[src/rtl/fulladder_pkg.sv]
// fulladder_pkg: shared constants for the three-operand adder
package fulladder_pkg;
  localparam int FA_DEFAULT_WIDTH = 4;
endpackage

[src/rtl/fulladder_fa_cell.sv]
// fa_cell: purely combinational 1-bit full adder
module fa_cell (
  input  logic a,
  input  logic b,
  input  logic ci,
  output logic s,
  output logic co
);
  assign s  = a ^ b ^ ci;
  assign co = (a & b) | (a & ci) | (b & ci);
endmodule

[src/rtl/fulladder.sv]
// fulladder: registered a+b+cin via a carry-save row feeding a ripple row
module fulladder
  import fulladder_pkg::*;
#(
  parameter int WIDTH = FA_DEFAULT_WIDTH
) (
  input  logic             clk,
  input  logic             rst,
  input  logic [WIDTH-1:0] a,
  input  logic [WIDTH-1:0] b,
  input  logic [WIDTH-1:0] cin,
  output logic [WIDTH-1:0] sum,
  output logic             carry
);
  logic [WIDTH-1:0] cs_s;
  logic [WIDTH-1:0] cs_c;
  logic [WIDTH:0]   x;
  logic [WIDTH:0]   y;
  logic [WIDTH:0]   r;
  logic [WIDTH+1:0] rc;
  for (genvar i = 0; i < WIDTH; i++) begin : g_csa
    fa_cell u_csa (.a(a[i]), .b(b[i]), .ci(cin[i]), .s(cs_s[i]), .co(cs_c[i]));
  end
  assign x     = {1'b0, cs_s};
  assign y     = {cs_c, 1'b0};
  assign rc[0] = 1'b0;
  for (genvar i = 0; i <= WIDTH; i++) begin : g_rca
    fa_cell u_rca (.a(x[i]), .b(y[i]), .ci(rc[i]), .s(r[i]), .co(rc[i+1]));
  end
  // Output register: clear on reset, otherwise capture the low bits and overflow of the total
  always_ff @(posedge clk) begin
    if (rst) begin
      sum   <= '0;
      carry <= 1'b0;
    end else begin
      sum   <= r[WIDTH-1:0];
      carry <= r[WIDTH] | rc[WIDTH+1];
    end
  end
endmodule

[config.mk]
export PLATFORM = sky130hd
export DESIGN_NAME = fulladder
export DESIGN_NICKNAME = d
export VERILOG_FILES = /design/src/rtl/fulladder_pkg.sv /design/src/rtl/fulladder_fa_cell.sv /design/src/rtl/fulladder.sv
export SDC_FILE = /design/constraint.sdc
export NUM_CORES = 1
export LEC_CHECK = 0
export CAP_MARGIN = 20
export CORE_AREA = 2 2 39 41
export DETAILED_ROUTE_END_ITERATION = 10
export DIE_AREA = 0 0 41 43
export GPL_ROUTABILITY_DRIVEN = 1
export PLACE_DENSITY_LB_ADDON = 0.05
export SLEW_MARGIN = 20
export SYNTH_ARGS = -nofsm -noshare
export SYNTH_HDL_FRONTEND = slang
export SYNTH_HIERARCHICAL = 1
export SYNTH_SLANG_ARGS = --single-unit
export TNS_END_PERCENT = 100
[constraint.sdc]
create_clock -name clk -period 2.5 [get_ports clk]
set_input_delay 0.25 -clock clk [delete_from_list [all_inputs] [get_ports clk]]
set_output_delay 0.25 -clock clk [all_outputs]
set_load 0.01 [all_outputs]
==> impl_metrics.yaml, run 1 <==
timing:
  slew_violations: 0
  setup_ws_ns: 0.04754
  fmax_mhz: 407.8
  finalCritPeriodShare_pct: 98.10
  rsz0062_at_grt: "no"
  setup_violations: 0
  tns_ns: 0
  min_period_ns: 2.452
  hold_viol_final: 0
power:
  ir_drop_v: 0.0001431
  leakage_nw: 0.2196
  power_density_nw_per_um2: 571.4
min_path:
  min_path_type: "in -> reg"
  holdPathStages: 4
synthesis:
  synth_most_common_cell: "fa_1"
  synth_top_area_share_pct: 56.47
  synth_mux_area_share_pct: 0
  synth_cell_types: 5
  synth_commonest_cells: "9 x fa_1, 5 x dfxtp_1, 4 x nor2b_1"
  synth_edf_count: 0
  synth-seq-cells: 5
  syn_area_um2: 319.1
  synth_top_family_by_area: "adder cells"
  synthCells: 20
  synth-seq-area-share_pct: 31.37
  synthXorXnorAreaFrac_pct: 0
  ys.flop_type: "dfxtp_1"
  synth.area.top_cells: "fa_1 56%, dfxtp_1 31%, nor2b_1 7.8%, o21ba_1 3.1%, conb_1 1.2%"
  synthAdderAreaFrac_pct: 56.47
  synth-async-reset-ratio_pct: 0
  yosysWarningCount: 6
  yosysTopAreaCell: "fa_1"
  yosys.area_share.simple_pct: 7.843
  synth-compound-area-share_pct: 3.137
  avgSynthCellArea_um2: 15.95
grt:
  grt.overflow.total: 0
  grt_pass1_wl_um: 966
  first_global_vias: 234
  grt_max_degree: 6
  grtUsageTotal_pct: 9.553
  grt_antenna_before_repair: 0
detailed_routing:
  dr.pass1.iters: 2
  via_per_inst: 3.783
  wl_per_cell_um: 8.900
  drc: 0
  drt_iter0_markers: 1
  routed_wl_um: 534
  vias: 227
  final_antenna_net_count: 0
placement:
  hpwl_um: 515.5
  post-place-ws_ns: -0.4800
  placed_area_um2: 534.3
  place.gp.congestion: 0.5374
  portBuffers: 18
clocking:
  cts_max_path_buffers: 2
  clockRootBuffer: "clkbuf_4"
  clk_pin_slew_ns: 0.04
  cts_max_level: 1
  cts_tree: "yes"
  numCtsBuffers: 3
  clock_sinks: 5
  holdBufCountCts: 0
layout:
  area_growth_syn_to_layout_pct: 72.94
  n_antenna_cell: 0
  final_cell_area_um2: 551.8
  finalNetCount: 68
  final_core_util_pct: 39.87
  drive_gt1_share_pct: 22.73
die:
  ioPinCount: 19
  die_height_um: 43
  core.rowCount: 14
  start_util_pct: 23.06
  dieArea_um2: 1763
  coreArea_um2: 1384
  die_w_um: 41
worst_setup_path:
  crit_arrival_ns: 2.58
  end_kind: "register"
  critPathMaxFanout: 1
  crit_type: "in -> reg"
  worstSetupStartpointType: "primary input"
  worstPathRequired_ns: 2.63
run:
  max_cap_violations: 0
status:
  outcome: "complete, no violations"
[report_power, final]
part	switching (mW)	internal (mW)	leakage, nW
clock network	0.0293	0.0601	0.0150
logic	0.0471	0.0779	0.163
registers	0.00396	0.0970	0.0418
[sequential cells by signal (all words and copies together) (netlist names)]
register	count
carry	1
sum	4
[cells in the final DEF (no fill, tap or decap)]
cell type,synthesis,layout
buf_2,0,2
buf_6,0,1
clkbuf_1,0,1
clkbuf_4,0,3
clkdlybuf4s15_1,0,1
clkdlybuf4s50_1,0,12
conb_1,1,3
dfxtp_1,5,5
dlygate4sd2_1,0,2
fa_1,9,5
fa_2,0,4
nor2b_1,4,4
o21ba_1,1,1
[worst paths after layout]
kind              startpoint                end  slack [ns]
hold / removal          a[1]  sum[1]$_SDFF_PP0_        0.60
setup / recovery        a[0]   carry$_SDFF_PP0_        0.05
[metal layers]
| metal | vias to the layer above | wire (um) | global-route usage, % |
|---|---|---|---|
| met4 | 0 | 12 | 10.00 |
| met1 | 108 | 175 | 9.030 |
| met3 | 2 | 57 | 6.283 |
| met2 | 13 | 289 | 12.50 |
| met5 | - | 0 | 0 |
| li1 | 104 | - | - |
[through the flow]
step                hold WS (ns)  total power, mW  instances
floorplan                 0.3216           0.1638         22
global placement          0.9059           0.2279         56
detailed placement        0.9225           0.2345         56
CTS                       0.6139           0.3275         60
global route              0.5986           0.3519         60
finish                    0.6043           0.3153         60
[cells by family (layout without fill, tap and decap cells)]
logic type / Yosys count / in the layout
flops: 5 / 5
buf+inv: 0 / 22
compound gates: 1 / 1
simple gates: 4 / 4
fa+ha+maj: 9 / 9
other cells: 1 / 3
[worst max-delay path, cell delays in order]
cell and delay, ns:
dlygate4sd2_1 0.25, fa_2 0.37, fa_2 0.37, fa_2 0.37, fa_2 0.35, fa_1 0.44, o21ba_1 0.17
[what timing repair did]
action	CTS	global route
gates resized for setup	18	0
pin swaps	7	7
setup endpoints to repair	1	1
buffers inserted	0	0
[area by class of cell]
cell class	instances	area, um^2
timing repair buffer	18	168.9
fill	139	832.0
sequential	5	100.1
multi-input combinational	17	236.5
clock buffer	4	26.28
tap	16	20.02
Note: power is estimated with default switching activity, not from simulation.
==> run 2: changes to the inputs <==
Settings changed: SLEW_MARGIN 20 to not set.
==> results of run 2 <==
No change in the layout: final DEF, timing and power equal those of run 1.
